[config.mk]
export PLATFORM = sky130hd
export DESIGN_NAME = gigatron_ram_arbiter
export DESIGN_NICKNAME = d
export VERILOG_FILES = /design/src/rtl/gigatron_arb_pkg.sv /design/src/rtl/gigatron_ram_arbiter.sv
export SDC_FILE = /design/constraint.sdc
export NUM_CORES = 1
export LEC_CHECK = 0
export ABC_AREA = 0
export BUFFER_PORTS_ARGS = -buffer_cell sky130_fd_sc_hd__buf_2
export CAP_MARGIN = 30
export CORE_UTILIZATION = 47
export CTS_CLUSTER_DIAMETER = 120
export DETAILED_ROUTE_END_ITERATION = 10
export PLACE_DENSITY = 0.87
export SETUP_SLACK_MARGIN = 0.05
export SLEW_MARGIN = 15
export SYNTH_ARGS = -nofsm -noshare
export SYNTH_HDL_FRONTEND = slang
export SYNTH_SLANG_ARGS = --single-unit
export TNS_END_PERCENT = 30
[constraint.sdc]
create_clock -name clk -period 2.7 [get_ports clk]
set_input_delay 0.405 -clock clk [delete_from_list [all_inputs] [get_ports clk]]
set_output_delay 0.405 -clock clk [all_outputs]
set_load 0.05 [all_outputs]
[src/rtl/gigatron_arb_pkg.sv]
// Shared types for the Gigatron SRAM arbiter: FSM state, bus owner and
// the width of the steal counter.
package gigatron_arb_pkg;

  typedef enum logic [1:0] {
    IDLE  = 2'd0,
    PEND  = 2'd1,
    STEAL = 2'd2
  } arb_state_t;

  typedef enum logic [1:0] {
    OWN_NONE = 2'd0,
    OWN_CPU  = 2'd1,
    OWN_HOST = 2'd2
  } arb_owner_t;

  localparam int STEAL_CNT_W = 16;

endpackage

[src/rtl/gigatron_ram_arbiter.sv]
// Shares the Gigatron's single asynchronous SRAM between the CPU and a host
// port. The CPU has priority; a starved host steals one cycle by stalling the CPU.
module gigatron_ram_arbiter
  import gigatron_arb_pkg::*;
#(
  parameter int MAX_WAIT = 8
) (
  input  logic                   clk,
  input  logic                   reset,
  input  logic [15:0]            cpu_addr,
  input  logic [7:0]             cpu_wdata,
  input  logic                   cpu_oe,
  input  logic                   cpu_we,
  output logic [7:0]             cpu_rdata,
  output logic                   cpu_ce,
  input  logic                   host_req,
  input  logic                   host_we,
  input  logic [15:0]            host_addr,
  input  logic [7:0]             host_wdata,
  output logic                   host_busy,
  output logic                   host_ack,
  output logic [7:0]             host_rdata,
  output logic [STEAL_CNT_W-1:0] steal_count,
  output logic [15:0]            sram_addr,
  output logic [7:0]             sram_wdata,
  input  logic [7:0]             sram_rdata,
  output logic                   sram_oe,
  output logic                   sram_we,
  output arb_state_t             dbg_state,
  output logic [7:0]             dbg_wait_cnt
);

  localparam logic [7:0] MAX_WAIT_C = 8'(MAX_WAIT);

  // Host handshake: host_req is accepted only on a cycle where host_busy = 0
  // (this includes the host_ack cycle); host_ack then pulses for one cycle,
  // the cycle after the SRAM access was granted to the host.

  arb_state_t                 state_q, state_d;
  arb_owner_t                 owner;
  logic                       cpu_active;
  logic [7:0]                 wait_cnt_q, wait_cnt_d;
  logic                       pend_we_q, pend_we_d;
  logic [15:0]                pend_addr_q, pend_addr_d;
  logic [7:0]                 pend_wdata_q, pend_wdata_d;
  logic                       host_ack_q, host_ack_d;
  logic [7:0]                 host_rdata_q, host_rdata_d;
  logic [STEAL_CNT_W-1:0]     steal_count_q, steal_count_d;

  assign cpu_active = cpu_oe | cpu_we;

  // State register
  always_ff @(posedge clk or posedge reset) begin
    if (reset) begin
      state_q <= IDLE;
    end else begin
      state_q <= state_d;
    end
  end

  // Next-state logic
  always_comb begin
    state_d = state_q;
    case (state_q)
      IDLE: begin
        if (host_req) state_d = PEND;
      end
      PEND: begin
        if (!cpu_active) begin
          state_d = IDLE;
        end else if (wait_cnt_q + 8'd1 == MAX_WAIT_C) begin
          state_d = STEAL;
        end
      end
      STEAL:   state_d = IDLE;
      default: state_d = IDLE;
    endcase
  end

  // Output logic: ownership and the combinational SRAM mux
  always_comb begin
    owner      = OWN_NONE;
    cpu_ce     = 1'b1;
    host_busy  = 1'b0;
    sram_addr  = 16'h0000;
    sram_wdata = 8'h00;
    sram_oe    = 1'b0;
    sram_we    = 1'b0;
    case (state_q)
      STEAL: begin
        owner     = OWN_HOST;
        cpu_ce    = 1'b0;
        host_busy = 1'b1;
      end
      PEND: begin
        owner     = cpu_active ? OWN_CPU : OWN_HOST;
        host_busy = 1'b1;
      end
      default: owner = cpu_active ? OWN_CPU : OWN_NONE;
    endcase
    case (owner)
      OWN_HOST: begin
        sram_addr  = pend_addr_q;
        sram_wdata = pend_wdata_q;
        sram_oe    = ~pend_we_q;
        sram_we    = pend_we_q;
      end
      OWN_CPU: begin
        sram_addr  = cpu_addr;
        sram_wdata = cpu_wdata;
        // a simultaneous read and write resolves to the write
        sram_oe    = cpu_oe & ~cpu_we;
        sram_we    = cpu_we;
      end
      default: begin
        sram_oe = 1'b0;
        sram_we = 1'b0;
      end
    endcase
  end

  // Datapath next values
  always_comb begin
    wait_cnt_d    = wait_cnt_q;
    pend_we_d     = pend_we_q;
    pend_addr_d   = pend_addr_q;
    pend_wdata_d  = pend_wdata_q;
    host_ack_d    = 1'b0;
    host_rdata_d  = host_rdata_q;
    steal_count_d = steal_count_q;
    if (state_q == IDLE && host_req) begin
      pend_we_d    = host_we;
      pend_addr_d  = host_addr;
      pend_wdata_d = host_wdata;
      wait_cnt_d   = 8'd0;
    end
    if (state_q == PEND && cpu_active) begin
      wait_cnt_d = wait_cnt_q + 8'd1;
    end
    if (owner == OWN_HOST) begin
      host_ack_d = 1'b1;
      if (!pend_we_q) host_rdata_d = sram_rdata;
    end
    if (state_q == STEAL && steal_count_q != {STEAL_CNT_W{1'b1}}) begin
      steal_count_d = steal_count_q + 1'b1;
    end
  end

  always_ff @(posedge clk or posedge reset) begin
    if (reset) begin
      wait_cnt_q    <= 8'd0;
      pend_we_q     <= 1'b0;
      pend_addr_q   <= 16'h0000;
      pend_wdata_q  <= 8'h00;
      host_ack_q    <= 1'b0;
      host_rdata_q  <= 8'h00;
      steal_count_q <= '0;
    end else begin
      wait_cnt_q    <= wait_cnt_d;
      pend_we_q     <= pend_we_d;
      pend_addr_q   <= pend_addr_d;
      pend_wdata_q  <= pend_wdata_d;
      host_ack_q    <= host_ack_d;
      host_rdata_q  <= host_rdata_d;
      steal_count_q <= steal_count_d;
    end
  end

  assign cpu_rdata    = sram_rdata;
  assign host_ack     = host_ack_q;
  assign host_rdata   = host_rdata_q;
  assign steal_count  = steal_count_q;
  assign dbg_state    = state_q;
  assign dbg_wait_cnt = wait_cnt_q;

  a_cpu_rw_exclusive: assert property (@(posedge clk) disable iff (reset) !(cpu_oe && cpu_we));

endmodule

* Yosys cells after proc, flatten, opt, wreduce, memory -nomap -nowiden
Index checks and enable logic that the tools add are counted.
Storage, ports and cells: register bits 60, bits of input ports 62, output and inout port bits 71, word-level logic and storage cells 46
Cells by class: add/sub/neg operators 2, equal/unequal tests 8, muxes and demuxes 16, bitwise operators 4, reduce and logical (&&, ||, !) cells 8
Operators by type and width (count):
- $pmux W16 S2 | 1
- $add A16 B1 Y16 const B | 1
- $mux W8 | 2
- $ne A16 B16 Y1 const B | 1
- $pmux W8 S2 | 1
- $add A8 B1 Y8 const B | 1
- $eq A8 B4 Y1 const B | 1
- $mux W2 | 4
- $pmux W2 S2 | 2
- $eq A2 B1 Y1 const B | 2
- $eq A2 B2 Y1 const B | 2
- $mux W1 | 4
- $pmux W1 S2 | 2
- $reduce_and A2 Y1 | 2
- $logic_and A1 B1 Y1 | 3
- $ne A3 B3 Y1 const B | 1
- $logic_not A2 Y1 | 1
- $ne A2 B2 Y1 const B | 1
- $not A1 Y1 | 2
- $reduce_bool A2 Y1 | 1
- $reduce_or A2 Y1 | 1
- $and A1 B1 Y1 | 1
- $or A1 B1 Y1 | 1

* Logic depth before layout (Yosys ltp)
Gate-level depths: netlist of the first run.
depth in word-level cells 5, mapped depth 7, mapped depth without buffers 7

* Least setup slack after synthesis of the first run
OpenSTA, ideal clock, no wires.
path type reg2out, start register state_q[0] (netlist: dbg_state[0]), end output port sram_addr[0], arrival time 2663 ps, required time 2295 ps, slack -368 ps, cell stages (with the launch flop) 8, buffers on the path 1, path through dfrtp_1 > inv_1 > ha_1 > inv_1 > nand2_1 > a21oi_1 > clkbuf_1 > a22o_1
Between the ends: cells in the longest elaborated chain, start to end 4, elaborated cells on any way between the ends 6, those cells by class eq/ne (4); mux (2)
RTL lines:
- start, declared | line gigatron_ram_arbiter.sv:39 | arb_state_t state_q, state_d;
- start signal, assigned | line gigatron_ram_arbiter.sv:57 | state_q <= state_d;
- $eq A2 B1 Y1 / $eq A2 B2 Y1 (equally long branches) | line gigatron_ram_arbiter.sv:89 | case (state_q)
- $pmux W2 S2 (*) | line gigatron_ram_arbiter.sv:89
- $eq A2 B1 Y1 / $eq A2 B2 Y1 (equally long branches) | line gigatron_ram_arbiter.sv:101 | case (owner)
- $pmux W16 S2 (*) | line gigatron_ram_arbiter.sv:101
- end, declared | line gigatron_ram_arbiter.sv:24 | output logic [15:0] sram_addr,
Mark *: on every way between the ends. The rest lies on a longest branch, timed or not.

* Worst setup path after layout of the first run
start register state_q[0] (netlist: dbg_state[0]), end output port sram_addr[13]
The elaborated chain is that of the path after synthesis.

==> impl_metrics.csv, run 1 <==
group,metric,value,unit
run_status,status,"completed",
global_route,grt_pass1_wl,10500,um
clock_network,clk_path_buf_depth,2,
finish,utilization,0.657,
drt,drt-initial-drc-count,69,
placed_design,place_hpwl,5150,um
worst_setup_path,r2r_slack,580,ps
finish,fin_area,3940,um^2
worst_setup_path,crit_path_start_kind,"flop",
global_route,grt_max_degree,33,
sta,slew_headroom,0.580,
floorplanning,coreArea,5990,um^2
yosys,syn_area_per_cell,11.4,um^2
drt,wl_per_cell,14.5,um
floorplanning,die_area,6630,um^2
sta,worstMarginPinSlew,629,ps
worst_setup_path,critPathKind,"flop to output port",
sta,finalCritPeriodShare,0.921,
worst_setup_path,cp-end-kind,"output port",
clock_network,htreeDepth,3,
drt,vias,2477,
yosys,synthTopCellsByArea,"dfrtp_1, mux2_2, a22o_1",
worst_setup_path,critPathMaxFanout,16,
worst_setup_path,r2r_cells,5,
worst_setup_path,reg2reg_to,"steal_count[1]",
clock_network,clk-insertion-delay-late,330,ps
global_route,first_global_vias,2232,
yosys,ys.flop_type,"dfrtp_1",
worst_hold_path,hp-class,"input port to async pin",
placed_design,io_buffers,132,
yosys,synth_edf_count,0,
yosys,syn_area,2970,um^2
clock_network,holdBufCountCts,0,
sta,fmax,0.402,GHz
run,drv_cap,0,
clock_network,cts_sinks,60,
floorplanning,die_h,81.4,um
finish,fin_nets,461,
clock_network,cts_tree,"yes",
clock_network,root_buffer,"clkbuf_8",
worst_setup_path,critical-path-top-delay-family,"buffers and inverters",
worst_setup_path,worstPathArrival,2080,ps
sta,rsz0062_at_grt,"no",
drt,drcViolationCount,0,
finish,area_growth_syn_to_layout,32.7,%
yosys,synth_common_cells,"dfrtp_1, mux2_2, a22o_1",
worst_setup_path,crit_buf_inv,4,
floorplanning,die_w,81.4,um
floorplanning,rows,28,
yosys,syn_nets,327,
yosys,synthArstFlopShare,1.00,
yosys,ys_ff_latch,60,
worst_setup_path,reg2reg_from,"steal_count[0]",
clock_network,postCtsSetupRepairBufs,0,
clock_network,cts_resized,0,
sta,setup_viol,0,
yosys,yosysTopAreaCell,"dfrtp_1",
global_route,antenna_found_initial,1,
floorplanning,start_util,0.495,
placed_design,dpl_cell_area,3730,um^2
clock_network,path_clk_slew,70,ps
placed_design,routabilityCongestion,0.778,
sta,fin_worst_skew,9.28,ps
power_and_ir_drop,power_density,1040,nW/um^2
drt,drt-pass1-iter-count,4,
sta,setup-tns-final,0,ps
drt,drt-total-wl,6840,um
sta,holdWs,146,ps
yosys,synth_cell_types,37,
drt,drt-vias-per-instance,5.25,
sta,hold_viol_final,0,
yosys,synth_warnings,0,
finish,diodes,0,
worst_setup_path,cp_cell_sequence,"inv_1 -> ha_2 -> clkinvlp_4 -> nand2_1 -> a21oi_2 -> buf_4 -> a22o_2 -> buf_2",
yosys,yosysMostFrequentCell,"dfrtp_1",
clock_network,cts_buffers,9,
sta,slew_violations,0,
finish,drive_gt1_frac,0.549,
sta,fin_crit,2490,ps
yosys,syn_inst,259,
yosys,ys_seq_area_frac,0.506,
power_and_ir_drop,leakagePower,1.99,nW
worst_setup_path,slowest_stage,"dfrtp_2",
drt,final_antenna_net_count,0,
worst_setup_path,cp.required,2300,ps
power_and_ir_drop,p_total,4.11,mW
worst_setup_path,critPathMaxStageDelay,420,ps
power_and_ir_drop,irDropWorstVdd,0.666,mV
global_route,overflow,0,
floorplanning,io_pins,133,
global_route,grt_usage,0.214,
yosys,synth_top_area_frac,0.506,
[kinds of logic after synthesis]
group,after synthesis,share of synthesized area
fa+ha+maj,6,0.0253
flops,60,0.506
xor+xnor,13,0.0384
simple gates,63,0.109
buf+inv,24,0.0409
compound gates,58,0.146
mux,35,0.134
[final cells by class]
cell class                      count  area, um^2
Inverter                            8        33.8
Timing Repair Buffer              139         737
Tap cell                           75        93.8
Clock buffer                       10         138
Fill cell                         487        2050
Sequential cell                    60        1500
Clock inverter                      5        52.6
Multi-Input combinational cell    175        1380
[metrics by stage]
stage	setup WS (ps)	std cells
6_report	214	472
5_1_grt	85.1	472
4_1_cts	102	472
3_5_place_dp	464	457
3_3_place_gp	552	457
2_1_floorplan	59.9	259
[report_power, final]
group | leakage, nW | switching (mW) | total (mW) | internal (mW)
clock network | 0.0979 | 0.337 | 0.778 | 0.441
registers | 0.755 | 0.185 | 1.37 | 1.19
logic | 1.14 | 1.32 | 1.96 | 0.642
total | 1.99 | 1.84 | 4.11 | 2.27
[worst max path at each step]
stage	from	slack, ps	endpoint	depth (start not counted)
final	dbg_state[0]	210	sram_addr[13]	8
after detailed placement	dbg_state[0]	460	sram_addr[2]	7
after CTS	dbg_state[0]	100	sram_addr[2]	7
after global routing	dbg_state[1]	90	sram_addr[7]	7
after global placement	dbg_state[0]	550	sram_addr[2]	7
after floorplan	dbg_state[0]	60	sram_addr[0]	7
[layer usage]
| metal | up-vias | part of all wire | global-route usage |
|---|---|---|---|
| li1 | 1201 | - | - |
| met1 | 1179 | 0.43 | 0.268 |
| met2 | 86 | 0.49 | 0.338 |
| met3 | 9 | 0.068 | 0.0733 |
| met4 | 2 | 0.011 | 0.0857 |
| met5 | - | 0.0015 | 0 |
[sequential cells by signal, summed over array words and instances (netlist names)]
signal	count
pend_we_q	1
dbg_state	2
dbg_wait_cnt	8
host_rdata	8
host_ack	1
pend_wdata_q	8
steal_count	16
pend_addr_q	16
[cells in the final DEF (no fill, tap or decap), types with 3 or more instances in the layout]
cell type	count
ha_1	5
clkinv_2	3
and2_1	3
mux2_2	33
nor3_1	3
nor2b_1	4
xnor2_1	9
xor2_1	4
o21a_1	3
nor2_1	8
a22o_1	5
a31oi_1	3
a22o_2	20
nand4_1	4
buf_2	129
a21oi_1	5
nand2b_1	3
clkbuf_8	10
clkbuf_4	3
dfrtp_1	58
nand2_1	17
o21ai_0	11
inv_1	6
nand3_1	14
buf_4	5
Power figures use the tool's default switching activity.
==> inputs of run 2 (changes only) <==
CTS_BUF_LIST = sky130_fd_sc_hd__clkbuf_16   (was not set)
==> run 2 against run 1 <==
Against the previous run: combinational power barely moved; total power increased by 7.1%; fmax down 1.9%; register-to-register slack lost 20 ps; non-clock buffer count is the same; critical endpoint unchanged.
==> impl_metrics.csv, run 2 (same netlist as run 1, synthesis figures left out) <==
group,metric,value,unit
run_status,status,"completed",
clock_network,clk-insertion-delay-late,320,ps
floorplanning,io_pins,133,
drt,final_antenna_net_count,0,
sta,slew_violations,0,
sta,fmax,0.395,GHz
global_route,grt_max_degree,33,
global_route,grt_pass1_wl,10600,um
drt,drt-initial-drc-count,92,
power_and_ir_drop,irDropWorstVdd,0.628,mV
clock_network,clk_path_buf_depth,2,
finish,diodes,0,
sta,rsz0062_at_grt,"no",
sta,setup_viol,0,
clock_network,root_buffer,"clkbuf_16",
drt,wl_per_cell,14.6,um
clock_network,cts_tree,"yes",
power_and_ir_drop,power_density,1090,nW/um^2
run,drv_cap,0,
finish,drive_gt1_frac,0.544,
sta,slew_headroom,0.575,
worst_setup_path,critical-path-top-delay-family,"buffers and inverters",
sta,setup-tns-final,0,ps
global_route,antenna_found_initial,1,
floorplanning,coreArea,5990,um^2
worst_setup_path,cp.required,2300,ps
global_route,overflow,0,
worst_setup_path,cp_cell_sequence,"inv_1 -> ha_1 -> clkinvlp_4 -> nand2_1 -> a21oi_2 -> buf_4 -> a22o_2 -> buf_2",
sta,hold_viol_final,0,
finish,area_growth_syn_to_layout,35.7,%
sta,setup_slack,167,ps
drt,vias,2504,
finish,fin_nets,461,
worst_setup_path,crit_path_start_kind,"flop",
worst_setup_path,crit_buf_inv,4,
power_and_ir_drop,leakagePower,2.03,nW
global_route,first_global_vias,2259,
worst_setup_path,cp-startpoint,"dbg_state[0]",
drt,drt-pass1-iter-count,4,
worst_setup_path,critPathKind,"flop to output port",
worst_setup_path,critPathMaxStageDelay,420,ps
worst_setup_path,reg2reg_from,"dbg_state[0]",
sta,finalCritPeriodShare,0.938,
floorplanning,rows,28,
clock_network,cts_sinks,60,
worst_setup_path,worstPathArrival,2130,ps
finish,final_cell_mix,"buf_2, dfrtp_1, mux2_2",
sta,fin_worst_skew,6.00,ps
clock_network,htreeDepth,3,
sta,fin_crit,2530,ps
floorplanning,start_util,0.495,
floorplanning,die_h,81.4,um
placed_design,routabilityCongestion,0.778,
placed_design,io_buffers,132,
worst_setup_path,slowest_stage,"dfrtp_2",
drt,drt-vias-per-instance,5.31,
clock_network,cts_buffers,9,
sta,worstMarginPinSlew,637,ps
clock_network,postCtsSetupRepairBufs,0,
floorplanning,die_area,6630,um^2
drt,drcViolationCount,0,
global_route,grt_usage,0.217,
placed_design,place_hpwl,5150,um
placed_design,dp_slack,464,ps
worst_hold_path,hp-class,"input port to async pin",
drt,drt-total-wl,6910,um
clock_network,path_clk_slew,50,ps
floorplanning,die_w,81.4,um
worst_setup_path,cp-end-kind,"output port",
worst_setup_path,critPathMaxFanout,16,
finish,final_common_cell,"buf_2",
## run 2: changes by cell type in the layout (fill, tap and decap cells not counted)
cell,change
buf_2,+1
clkbuf_16,+9
clkbuf_4,-1
clkbuf_8,-10
clkinv_1,+1
ha_1,+1
ha_2,-1
## run 2: through the flow
| stage | area (um^2) | util | hold slack [ps] | power, mW | cells |
|---|---|---|---|---|---|
| detailed placement | 3730 | 0.623 | 490 | 3.35 | 457 |
| floorplan | 3000 | - | 480 | 2.89 | 259 |
| global placement | 3730 | 0.623 | 484 | 3.30 | 457 |
| CTS | 4010 | 0.670 | 182 | 4.44 | 472 |
| global route | 4020 | 0.671 | 208 | 4.64 | 472 |
| finish | 4020 | 0.671 | 167 | 4.40 | 472 |
## run 2: path summary, 6_finish.rpt
check	end	slack (ps)	cells after the start
setup / recovery	sram_addr[13]	170	8
hold / removal	steal_count[12]	170	2
setup reg to reg	host_rdata[3]	560	8
hold reg to reg	host_rdata[2]	500	1
max in group asynchronous	pend_wdata_q[1]	1930	3
min in group clk	pend_addr_q[0]	320	2
## run 2: where the power goes
part | switching [mW] | internal [mW] | total (mW) | leakage [nW]
sequential | 0.186 | 1.19 | 1.38 | 0.755
clock | 0.372 | 0.699 | 1.07 | 0.138
combinational | 1.32 | 0.639 | 1.95 | 1.14
total | 1.87 | 2.53 | 4.40 | 2.03
## run 2: layer usage
| metal | share of wire | global-route usage |
|---|---|---|
| met4 | 0.014 | 0.0804 |
| met5 | 0.0014 | 0 |
| met3 | 0.073 | 0.0722 |
| met2 | 0.49 | 0.345 |
| met1 | 0.42 | 0.273 |
## run 2: worst register-to-register path, stage by stage (launching register included)
cell	delay, ps
dfrtp_2	420
inv_1	80
ha_1	280
clkinvlp_4	160
o21ai_2	160
buf_6	240
nor2b_1	170
buf_4	170
mux2_2	350
## run 2: cell type report
cell class | instances | area (um^2)
multi-input cells | 175 | 1380
repair buffers | 139 | 734
flip-flops and latches | 60 | 1500
fillers | 473 | 1970
clock inverters | 6 | 56.3
inverters | 8 | 33.8
clock buffers | 9 | 225
well taps | 75 | 93.8
## run 2: what timing repair did
item,CTS,global route
endpoints found under the setup margin,0,24
resized for setup,0,3
hold buffers,0,0
endpoints found under the hold margin,0,0
==> inputs of run 3 (changes only) <==
CELL_PAD_IN_SITES_DETAIL_PLACEMENT = 1   (was not set)
CELL_PAD_IN_SITES_GLOBAL_PLACEMENT = 1   (was not set)
CORE_UTILIZATION = 35   (was 47)
PLACE_DENSITY = 0.86   (was 0.87)
==> run 3 against run 2 <==
Against the previous run: routed wire length rose by 11%; fmax rose by 0.98%; critical path depth stayed put; flip-flop and latch count is the same.
==> impl_metrics.csv, run 3 (same netlist as run 1, synthesis figures left out) <==
group,metric,value,unit
power_and_ir_drop,leakagePower,2.02,nW
worst_setup_path,critPathMaxFanout,24,
drt,vias,2548,
finish,seq_area,1500,um^2
clock_network,postCtsSetupRepairBufs,0,
finish,utilization,0.493,
run,drv_cap,0,
worst_setup_path,crit_buf_inv,4,
finish,drive_gt1_frac,0.542,
sta,setup-tns-final,0,ps
finish,area_growth_syn_to_layout,36.6,%
run_status,status,"completed",
floorplanning,die_h,94.0,um
sta,hold_viol_final,0,
sta,slew_headroom,0.544,
worst_setup_path,critPathMaxStageDelay,380,ps
floorplanning,die_area,8840,um^2
sta,holdWs,150,ps
floorplanning,coreArea,8220,um^2
drt,final_antenna_net_count,0,
global_route,grt_max_degree,61,
global_route,first_global_vias,2537,
worst_setup_path,slowest_stage,"dfrtp_2",
global_route,grt_pass1_wl,12400,um
worst_setup_path,cp_cell_sequence,"inv_1 -> ha_1 -> clkinvlp_4 -> nand2_1 -> a21oi_2 -> buf_6 -> a22o_2 -> buf_2",
finish,fin_area,4050,um^2
clock_network,clk-insertion-delay-late,330,ps
floorplanning,die_w,94.0,um
drt,drt-initial-drc-count,39,
clock_network,clk_path_buf_depth,2,
worst_setup_path,cp-end-kind,"output port",
worst_setup_path,critPathKind,"flop to output port",
power_and_ir_drop,power_density,1080,nW/um^2
clock_network,cts_buffers,9,
finish,fillers,933,
drt,wl_per_cell,15.3,um
placed_design,io_buffers,132,
sta,finalCritPeriodShare,0.929,
placed_design,dpl_cell_area,3770,um^2
placed_design,routabilityCongestion,0.776,
sta,fin_worst_skew,5.42,ps
sta,slew_violations,0,
clock_network,root_buffer,"clkbuf_16",
global_route,antenna_found_initial,0,
sta,setup_slack,191,ps
global_route,grt_usage,0.182,
finish,multi_input_area,1380,um^2
global_route,overflow,0,
sta,worstMarginPinSlew,682,ps
sta,rsz0062_at_grt,"no",
worst_setup_path,cp.required,2300,ps
worst_hold_path,hp-class,"input port to async pin",
sta,setup_viol,0,
finish,diodes,0,
worst_setup_path,critical-path-top-delay-family,"buffers and inverters",
clock_network,cts_tree,"yes",
sta,fin_crit,2510,ps
clock_network,htreeDepth,3,
placed_design,dp_slack,440,ps
sta,fmax,0.399,GHz
placed_design,place_hpwl,5700,um
finish,final_cell_mix,"buf_2, dfrtp_1, mux2_2",
floorplanning,rows,33,
floorplanning,io_pins,133,
power_and_ir_drop,irDropWorstVdd,0.535,mV
worst_setup_path,worstPathArrival,2100,ps
drt,drt-pass1-iter-count,4,
worst_setup_path,crit_path_start_kind,"flop",
drt,drt-total-wl,7690,um
drt,drt-vias-per-instance,5.08,
clock_network,cts_sinks,60,
finish,final_common_cell,"buf_2",
clock_network,path_clk_slew,50,ps
drt,drcViolationCount,0,
floorplanning,start_util,0.361,
finish,fin_nets,460,
run 3: changes by cell type in the layout (fill, tap and decap cells not counted):
cell / previous run / this run
buf_6: 1 / 2
buf_2: 130 / 132
bufinv_16: 1 / 0
clkinvlp_4: 2 / 4
clkinv_2: 3 / 1
clkinv_4: 0 / 1
clkinv_1: 1 / 2
buf_12: 1 / 2
clkbuf_4: 2 / 0
buf_4: 5 / 2
run 3: layout make-up:
| type | instances | area share |
|---|---|---|
| Clock inverter | 7 | 0.0108 |
| Sequential cell | 60 | 0.371 |
| Clock buffer | 9 | 0.0556 |
| Multi-Input combinational cell | 175 | 0.339 |
| Inverter | 8 | 0.00834 |
| Timing Repair Buffer | 138 | 0.182 |
| Tap cell | 105 | 0.0324 |
run 3: path summary, 6_finish.rpt:
path / from / to / slack, ps / cells past startpoint
max reg2reg: steal_count[1] / steal_count[1] / 520 / 5
max: dbg_state[0] / sram_addr[8] / 190 / 8
min: reset / steal_count[8] / 150 / 3
min reg2reg: host_rdata[5] / host_rdata[5] / 500 / 1
min in group clk: host_addr[2] / pend_addr_q[2] / 310 / 2
max in group asynchronous: reset / dbg_state[0] / 2280 / 3
run 3: metrics by stage:
stage          instances  power [mW]
2_1_floorplan        259        2.89
3_3_place_gp         486        3.31
3_5_place_dp         486        3.38
4_1_cts              502        4.41
5_1_grt              502        4.60
6_report             502        4.37
run 3: worst register-to-register path: cells and delay by family, from the launching register on:
family                   cells  cell delay [ps]
adder cells (fa/ha/maj)      1              210
AND/OR/NAND/NOR              2              550
flip-flops                   1              430
multiplexers                 1              310
AO/OA/AOI/OAI                1              560
run 3: routing by layer:
layer,routed length [um],part of all wire,vias up,track usage
met3,438,0.057,12,0.0502
met1,3240,0.42,1247,0.225
met2,3920,0.51,84,0.309
met5,0,0,-,0
li1,-,-,1205,-
met4,83,0.011,0,0.0500
run 3: timing repair:
| item | 4_1_cts | 5_1_grt |
|---|---|---|
| endpoints found under the setup margin | 0 | 24 |
| resized for setup | 0 | 2 |
| hold buffers | 0 | 0 |
run 3: where the power goes:
| group | internal (mW) | switching, mW |
|---|---|---|
| clock | 0.613 | 0.407 |
| sequential | 1.19 | 0.189 |
| combinational | 0.644 | 1.33 |
| total | 2.45 | 1.93 |
